File: src/rtl/pll_reset_sequencer.sv
`default_nettype none
// ============================================================================
// Module   : pll_reset_sequencer
// Purpose  : Power-up / recovery sequencer for the 12 MHz -> 25.125 MHz PLL.
//            Holds the PLL in reset, waits for LOCK with a timeout and a
//            bounded number of retries, qualifies lock stability, and only
//            then releases the system reset. Loss of lock while running
//            re-enters the sequence. Runs entirely on the reference clock.
// Ports    : ref_clk_i    - 12 MHz reference clock (only clock)
//            rst_n_i      - asynchronous active-low reset
//            pll_lock_i   - raw PLL LOCK (asynchronous, synchronized here)
//            restart_i    - single-cycle restart request, highest priority
//            pll_resetb_o - PLL RESETB, low holds the PLL in reset
//            sys_rst_n_o  - active-low system reset, high only in RUN
//            ready_o      - high only in RUN
//            fail_o       - high only in FAIL
//            retry_cnt_o  - failed attempts since last RUN or restart
//            state_o      - current state encoding
// Revision : 1.0 - initial release
// ============================================================================
module pll_reset_sequencer #(
    parameter int RESET_CYCLES  = 16,
    parameter int LOCK_TIMEOUT  = 4096,
    parameter int STABLE_CYCLES = 1024,
    parameter int MAX_RETRIES   = 3
) (
    input  logic       ref_clk_i,
    input  logic       rst_n_i,
    input  logic       pll_lock_i,
    input  logic       restart_i,
    output logic       pll_resetb_o,
    output logic       sys_rst_n_o,
    output logic       ready_o,
    output logic       fail_o,
    output logic [1:0] retry_cnt_o,
    output logic [2:0] state_o
);

    localparam logic [2:0] c_st_pll_rst   = 3'd0;
    localparam logic [2:0] c_st_wait_lock = 3'd1;
    localparam logic [2:0] c_st_stable    = 3'd2;
    localparam logic [2:0] c_st_run       = 3'd3;
    localparam logic [2:0] c_st_fail      = 3'd4;

    // One shared counter must span the longest of the three timed phases.
    localparam int c_cnt_max_a = (RESET_CYCLES > LOCK_TIMEOUT) ? RESET_CYCLES : LOCK_TIMEOUT;
    localparam int c_cnt_max   = (c_cnt_max_a > STABLE_CYCLES) ? c_cnt_max_a : STABLE_CYCLES;
    localparam int c_cnt_w     = (c_cnt_max > 1) ? $clog2(c_cnt_max) : 1;

    localparam logic [c_cnt_w-1:0] c_reset_last   = c_cnt_w'(RESET_CYCLES - 1);
    localparam logic [c_cnt_w-1:0] c_timeout_last = c_cnt_w'(LOCK_TIMEOUT - 1);
    localparam logic [c_cnt_w-1:0] c_stable_last  = c_cnt_w'(STABLE_CYCLES - 1);
    localparam logic [1:0]         c_max_retries  = 2'(MAX_RETRIES);

    logic               r_sync1;
    logic               r_lock_s;
    logic [2:0]         r_state;
    logic [c_cnt_w-1:0] r_cnt;
    logic [1:0]         r_retry;
    logic               r_pll_resetb;
    logic               r_sys_rst_n;
    logic               r_ready;
    logic               r_fail;

    logic [2:0]         w_state_nxt;
    logic [1:0]         w_retry_nxt;
    logic [1:0]         w_retry_inc;
    logic               w_fail_att;
    logic               w_cnt_clr;

    // ------------------------------------------------------------------------
    // Next-state / retry bookkeeping
    // ------------------------------------------------------------------------
    always_comb begin
        w_state_nxt = r_state;
        w_retry_nxt = r_retry;
        w_fail_att  = 1'b0;
        w_retry_inc = (r_retry == 2'd3) ? 2'd3 : r_retry + 2'd1;

        if (restart_i) begin
            // Restart overrides any same-cycle timeout or RUN entry.
            w_state_nxt = c_st_pll_rst;
            w_retry_nxt = 2'd0;
        end else begin
            case (r_state)
                c_st_pll_rst: begin
                    if (r_cnt == c_reset_last) w_state_nxt = c_st_wait_lock;
                end
                c_st_wait_lock: begin
                    if (r_lock_s)                    w_state_nxt = c_st_stable;
                    else if (r_cnt == c_timeout_last) w_fail_att = 1'b1;
                end
                c_st_stable: begin
                    if (!r_lock_s) begin
                        w_fail_att = 1'b1;
                    end else if (r_cnt == c_stable_last) begin
                        w_state_nxt = c_st_run;
                        w_retry_nxt = 2'd0;
                    end
                end
                c_st_run: begin
                    // Losing lock after a good bring-up is not an attempt failure.
                    if (!r_lock_s) w_state_nxt = c_st_pll_rst;
                end
                c_st_fail: begin
                    w_state_nxt = c_st_fail;
                end
                default: begin
                    w_state_nxt = c_st_pll_rst;
                end
            endcase

            if (w_fail_att) begin
                w_retry_nxt = w_retry_inc;
                w_state_nxt = (w_retry_inc == c_max_retries) ? c_st_fail : c_st_pll_rst;
            end
        end

        // Counter restarts on every state entry, including a restart re-entry.
        w_cnt_clr = restart_i || (w_state_nxt != r_state);
    end

    // ------------------------------------------------------------------------
    // State, counter, synchronizer and registered outputs
    // ------------------------------------------------------------------------
    always_ff @(posedge ref_clk_i or negedge rst_n_i) begin
        if (!rst_n_i) begin
            r_sync1      <= 1'b0;
            r_lock_s     <= 1'b0;
            r_state      <= c_st_pll_rst;
            r_cnt        <= '0;
            r_retry      <= 2'd0;
            r_pll_resetb <= 1'b0;
            r_sys_rst_n  <= 1'b0;
            r_ready      <= 1'b0;
            r_fail       <= 1'b0;
        end else begin
            r_sync1  <= pll_lock_i;
            r_lock_s <= r_sync1;
            r_state  <= w_state_nxt;
            r_cnt    <= w_cnt_clr ? '0 : r_cnt + 1'b1;
            r_retry  <= w_retry_nxt;
            // Outputs decode the next state so they move with state_o.
            r_pll_resetb <= (w_state_nxt == c_st_wait_lock) ||
                            (w_state_nxt == c_st_stable)    ||
                            (w_state_nxt == c_st_run);
            r_sys_rst_n  <= (w_state_nxt == c_st_run);
            r_ready      <= (w_state_nxt == c_st_run);
            r_fail       <= (w_state_nxt == c_st_fail);
        end
    end

    assign pll_resetb_o = r_pll_resetb;
    assign sys_rst_n_o  = r_sys_rst_n;
    assign ready_o      = r_ready;
    assign fail_o       = r_fail;
    assign retry_cnt_o  = r_retry;
    assign state_o      = r_state;

endmodule
`default_nettype wire

File: config.mk
export PLATFORM = sky130hd
export DESIGN_NAME = pll_reset_sequencer
export DESIGN_NICKNAME = d
export VERILOG_FILES = /design/src/rtl/pll_reset_sequencer.sv
export SDC_FILE = /design/constraint.sdc
export NUM_CORES = 1
export LEC_CHECK = 0
export CAP_MARGIN = 40
export CORE_UTILIZATION = 49
export DETAILED_ROUTE_END_ITERATION = 10
export PLACE_DENSITY_LB_ADDON = 0.3
export SLEW_MARGIN = 30
export SYNTH_ARGS = -nofsm -noshare
export SYNTH_HDL_FRONTEND = slang
export SYNTH_SLANG_ARGS = --single-unit
File: constraint.sdc
create_clock -name ref_clk_i -period 1.8 [get_ports ref_clk_i]
set_input_delay 0.36 -clock ref_clk_i [delete_from_list [all_inputs] [get_ports ref_clk_i]]
set_output_delay 0.36 -clock ref_clk_i [all_outputs]
set_load 0.05 [all_outputs]
; ---- Word level (Yosys, flattened, before mapping)
; Cells that the tools add are included.
[word_totals]
out_inout_bits = 9
wordCells = 53
in_bits = 4
ff_bits = 22
[classes]
eq_ne = 14
n_reduce_logical = 8
n_addsub = 2
muxes = 21
[op_table]
columns = operator, count
row1 = 3-bit 2-to-1 mux, 8
row2 = 3-bit one-hot mux with 5 select lines, 1
row3 = "12-bit by 1-bit adder with 12-bit output, second input constant", 1
row4 = "12-bit by 10-bit equality test with 1-bit output, second input constant", 1
row5 = "12-bit equality test, second input constant", 1
row6 = "12-bit by 4-bit equality test with 1-bit output, second input constant", 1
row7 = "3-bit by 2-bit equality test with 1-bit output, second input constant", 4
row8 = 12-bit 2-to-1 mux, 1
row9 = 2-bit 2-to-1 mux, 6
row10 = 3-bit nonzero test, 3
row11 = "3-bit by 1-bit equality test with 1-bit output, second input constant", 2
row12 = "3-bit equality test, second input constant", 2
row13 = "2-bit equality test, second input constant", 2
row14 = 1-bit 2-to-1 mux, 4
row15 = 3-bit logical NOT, 1
row16 = 1-bit logical OR, 3
row17 = 3-bit inequality test, 1
row18 = 3-bit AND reduction, 1
row19 = "2-bit by 1-bit adder with 2-bit output, second input constant", 1
row20 = 1-bit one-hot mux with 2 select lines, 1

; ---- Depth between registers and ports, before layout
[logic_depth]
depth_word = 10
ltp_mapped = 7

; ---- Least setup slack after synthesis
; Ideal clock, no wire load.
[synth_timing]
path_kind = register -> register
from = reg r_state[0] (netlist: state_o[0])
to = reg r_cnt[3]
period_less_slack_ns = 2.309
path_stages_with_launch = 8
t_required_ns = 1.704
setup_slack_ns = -0.509
setup_ns = 0.096
arrival_ns = 2.213
cell_sequence = dfrtp_1 > buf_6 > or4_4 > nor4_2 > nor3_1 > o21a_1 > buf_6 > nor4_2
[synth_via]
elab_chain_cells = 8
[synth_rtl]
columns = element, line
row1 = start: declaration, 57  ; logic [2:0] r_state;
row2 = start signal: assignment, 130  ; r_state <= c_st_pll_rst;
row3 = start signal: assignment, 140  ; r_state <= w_state_nxt;
row4 = "3-bit by 2-bit equality test with 1-bit output, or another cell as far along", 85  ; case (r_state)
row5 = 1-bit one-hot mux with 2 select lines or 3-bit 2-to-1 mux (tied branches), "85, 94"
row6 = 1-bit 2-to-1 mux or 3-bit one-hot mux with 5 select lines (tied branches), "80, 85"
row7 = 3-bit 2-to-1 mux, 113  ; if (w_fail_att) begin
row8 = 3-bit 2-to-1 mux, 80  ; if (restart_i) begin
row9 = 3-bit inequality test (*), 120  ; w_cnt_clr = restart_i || (w_state_nxt != r_state);
row10 = 1-bit logical OR (*), 120
row11 = 12-bit 2-to-1 mux (*), 141  ; r_cnt <= w_cnt_clr ? '0 : r_cnt + 1'b1;
row12 = end signal: assignment, 141
row13 = end: declaration, 58  ; logic [c_cnt_w-1:0] r_cnt;
; Mark *: on every way between the ends. The rest lies on a longest branch, timed or not. The select of a mux whose other input is x is not followed.
; A chain may end at the register's enable or synchronous reset.

; ---- Worst setup path in the final report
[layout_timing]
from = reg r_state[1] (netlist: state_o[1])
to = reg r_cnt[3]
; Same word-level chain as after synthesis.

==> load_flow_metrics.sql <==
INSERT INTO impl_metrics (metric_group, metric, value, unit) VALUES
('cells_and_area', 'area_delta_synth_final', '36.5', '%'),
('clock_tree', 'clk_pin_slew_worst_paths', '0.12', 'ns'),
('job', 'cap_violations', '0', ''),
('yosys', 'netlist_top_cells_count', 'sky130_fd_sc_hd__dfrtp_1, sky130_fd_sc_hd__nor2_1, sky130_fd_sc_hd__nor3_1, sky130_fd_sc_hd__nor4_2', ''),
('timing', 'timing.clock.skew', '0.00311', 'ns'),
('yosys', 'synth_simple_gate_area_share', '34.4', '%'),
('global_route', 'grt_pass1_vias', '1001', ''),
('yosys', 'largest_family_of_logic_cells_by_synthesized_area', 'simple AND/OR/NAND/NOR gates', ''),
('global_route', 'grt_max_degree', '23', ''),
('place', 'count_of_input_and_output_buffers', '12', ''),
('yosys', 'async_sr_flop_fraction', '100', '%'),
('yosys', 'synthDominantCellAreaShare', '47.5', '%'),
('power_and_ir_drop', 'power.density_cell_area', '533', 'nW/um^2'),
('yosys', 'netlist_instances', '108', ''),
('drt', 'wirelength', '2830', 'microns'),
('cells_and_area', 'antenna_cells_inserted', '0', ''),
('worst_setup_path', 'timing.critical_path.fanout_max', '5', ''),
('worst_setup_path', 'worst-r2r-cell-count', '5', ''),
('place', 'place_area', '1480', 'sq um'),
('yosys', 'synthXorXnorAreaFrac', '8.32', '%'),
('timing', 'timing_worst_slew_pin_value', '0.433', 'ns'),
('yosys', 'post_synth.cell_area_avg', '10.7', 'sq um'),
('drt', 'vias', '993', ''),
('worst_setup_path', 'crit_end', 'r_cnt[3]$_DFF_PN0_', ''),
('global_route', 'antenna_found_initial', '0', ''),
('drt', 'routedWlPerCell', '16.2', 'microns'),
('yosys', 'yosys_cell_types', '35', ''),
('worst_hold_path', 'timing.hold.worst_path_depth', '0', ''),
('drt', 'initialDrtViolationCount', '27', ''),
('clock_tree', 'tritoncts', 'yes', ''),
('timing', 'setup-violations-final', '12', ''),
('yosys', 'synth_top_cells_by_area', 'sky130_fd_sc_hd__dfrtp_1, sky130_fd_sc_hd__nor4_2, sky130_fd_sc_hd__nor2_1', ''),
('die', 'floorplan.io_pins', '13', ''),
('timing', 'fmax', '0.530', 'GHz'),
('drt', 'post_detailed_route_count_of_antenna_violating_nets', '0', ''),
('worst_setup_path', 'arrival', '2.10', 'ns'),
('place', 'dpl.hpwl', '1930', 'microns'),
('yosys', 'synth.most_common_cell', 'sky130_fd_sc_hd__dfrtp_1', ''),
('yosys', 'synth.ff_latch_count', '22', ''),
('cells_and_area', 'fillCellCount', '163', ''),
('place', 'dpl_worst_slack', '-0.219', 'ns'),
('die', 'dieHeight', '50.6', 'microns'),
('timing', 'post_route_worst_setup_slack', '-0.0850', 'ns'),
('die', 'coreArea', '2210', 'sq um'),
('worst_setup_path', 'worst_setup_path_start_kind', 'register', ''),
('worst_setup_path', 'rrSetupSlack', '-0.09', 'ns'),
('place', 'gp_routability_congestion', '0.872', ''),
('die', 'floorplan.initialDensity', '52.4', '%'),
('drt', 'vias_per_cell', '5.67', ''),
('drt', 'detailedRoute.firstPassIterationCount', '4', ''),
('clock_tree', 'htreeDepth', '1', ''),
('worst_setup_path', 'critical_register_to_register_path_endpoint', 'r_cnt[3]$_DFF_PN0_', ''),
('clock_tree', 'cts_made_buffers', '3', ''),
('timing', 'rsz_0062_raised_after_global_routing', 'true', ''),
('outcome', 'status', 'complete, but fails checks', ''),
('die', 'placementRows', '17', ''),
('yosys', 'yosysTopAreaCell', 'sky130_fd_sc_hd__dfrtp_1', ''),
('worst_hold_path', 'hold_class', 'reg -> reg', ''),
('timing', 'post-route-min-period', '1.89', 'ns'),
('timing', 'timing.max_slew.rel_slack', '71.1', '%'),
('clock_tree', 'max-clock-path-buffers', '2', ''),
('die', 'dieArea', '2560', 'sq um'),
('yosys', 'synth.cell_area', '1160', 'sq um'),
('global_route', 'grt.overflow.total', '0', ''),
('global_route', 'globalRouteTotalUtil', '24.7', '%'),
('outcome', 'violations', 'setup timing', ''),
('timing', 'slew_violations', '0', ''),
('worst_setup_path', 'timing.critical_path.required', '2.02', 'ns'),
('yosys', 'syn_nets', '113', ''),
('yosys', 'synth.yosys.seq_area_share', '47.5', '%'),
('clock_tree', 'hold_buffers', '0', '');
==> registers in the layout, indices dropped and copies added (netlist names) <==
name          count
r_lock_s          1
retry_cnt_o       2
ready_o           1
state_o           3
r_cnt            12
pll_resetb_o      1
r_sync1           1
fail_o            1
==> critical path, stage by stage, from the launching register on <==
cell	delay [ns]
sky130_fd_sc_hd__dfrtp_2	0.42
sky130_fd_sc_hd__or4_4	0.54
sky130_fd_sc_hd__nor4_4	0.29
sky130_fd_sc_hd__nor3_4	0.11
sky130_fd_sc_hd__o21a_4	0.25
sky130_fd_sc_hd__nor4_2	0.17
==> final cells by class <==
class / instances / area [sq um] / share of cell area, %
clock buffer: 4 / 36.3 / 2.29
inverter: 1 / 3.75 / 0.237
multi-input combinational: 81 / 639 / 40.4
sequential: 22 / 554 / 35.0
tap: 28 / 35.0 / 2.22
timing repair buffer: 39 / 313 / 19.8
==> where the power goes <==
group | switching, W | total (W) | leakage (nW) | internal (W)
clock | 0.000152 | 0.000276 | 0.0210 | 0.000124
sequential | 0.00000454 | 0.000506 | 0.295 | 0.000502
combinational | 0.0000336 | 0.0000617 | 0.383 | 0.0000281
==> cells in the final DEF, fill, tap and decap left out, types with 4 or more instances in the layout <==
cell type	netlist	layout
sky130_fd_sc_hd__xor2_1	5	5
sky130_fd_sc_hd__nor4_2	7	7
sky130_fd_sc_hd__xnor2_1	6	6
sky130_fd_sc_hd__nand3_1	4	4
sky130_fd_sc_hd__nor3_1	7	4
sky130_fd_sc_hd__buf_4	1	35
sky130_fd_sc_hd__nand2_1	6	6
sky130_fd_sc_hd__dfrtp_1	22	19
sky130_fd_sc_hd__nor2_1	14	14
==> worst min path at each step <==
| stage | to | start | slack (ns) |
|---|---|---|---|
| after floorplan | fail_o$_DFF_PN0_ | rst_n_i | 0.06 |
| after global placement | r_lock_s$_DFF_PN0_ | r_sync1$_DFF_PN0_ | 0.34 |
| after detailed placement | r_lock_s$_DFF_PN0_ | r_sync1$_DFF_PN0_ | 0.34 |
| after CTS | r_lock_s$_DFF_PN0_ | r_sync1$_DFF_PN0_ | 0.37 |
| after global routing | r_lock_s$_DFF_PN0_ | r_sync1$_DFF_PN0_ | 0.38 |
| final | r_lock_s$_DFF_PN0_ | r_sync1$_DFF_PN0_ | 0.37 |
==> cell families after synthesis <==
kind of cell	after synthesis
xor gates and xnor gates	11
buffers and inverters	6
AOI/OAI and AO/OA	8
adders and majority gates	1
and+or+nand+nor	60
DFF	22
==> through the flow <==
stage / hold WS (ns) / power (W) / TNS (ns) / util [%] / std cells
2_1_floorplan: 0.0644 / 0.000539 / -2.12 / - / 108
3_3_place_gp: 0.336 / 0.000573 / -0.861 / 66.7 / 168
3_5_place_dp: 0.344 / 0.000575 / -1.45 / 66.7 / 168
4_1_cts: 0.374 / 0.000850 / -0.335 / 69.7 / 173
5_1_grt: 0.382 / 0.000867 / -1.59 / 71.5 / 175
6_report: 0.369 / 0.000844 / -0.635 / 71.5 / 175
==> per-layer routing <==
layer  track usage (%)  routed length, microns
met2              43.1                    1450
met5                 0                       0
met1              31.0                    1220
met4              6.94                      25
met3              4.55                     139
==> repair_timing <==
item / 4_1_cts / 5_1_grt
setup buffers: 1 / 1
pin swaps: 1 / 0
setup endpoints to repair: 16 / 16
gates cloned: 0 / 1
gates resized for setup: 6 / 5
No activity file was read; power rests on OpenSTA's default activity.
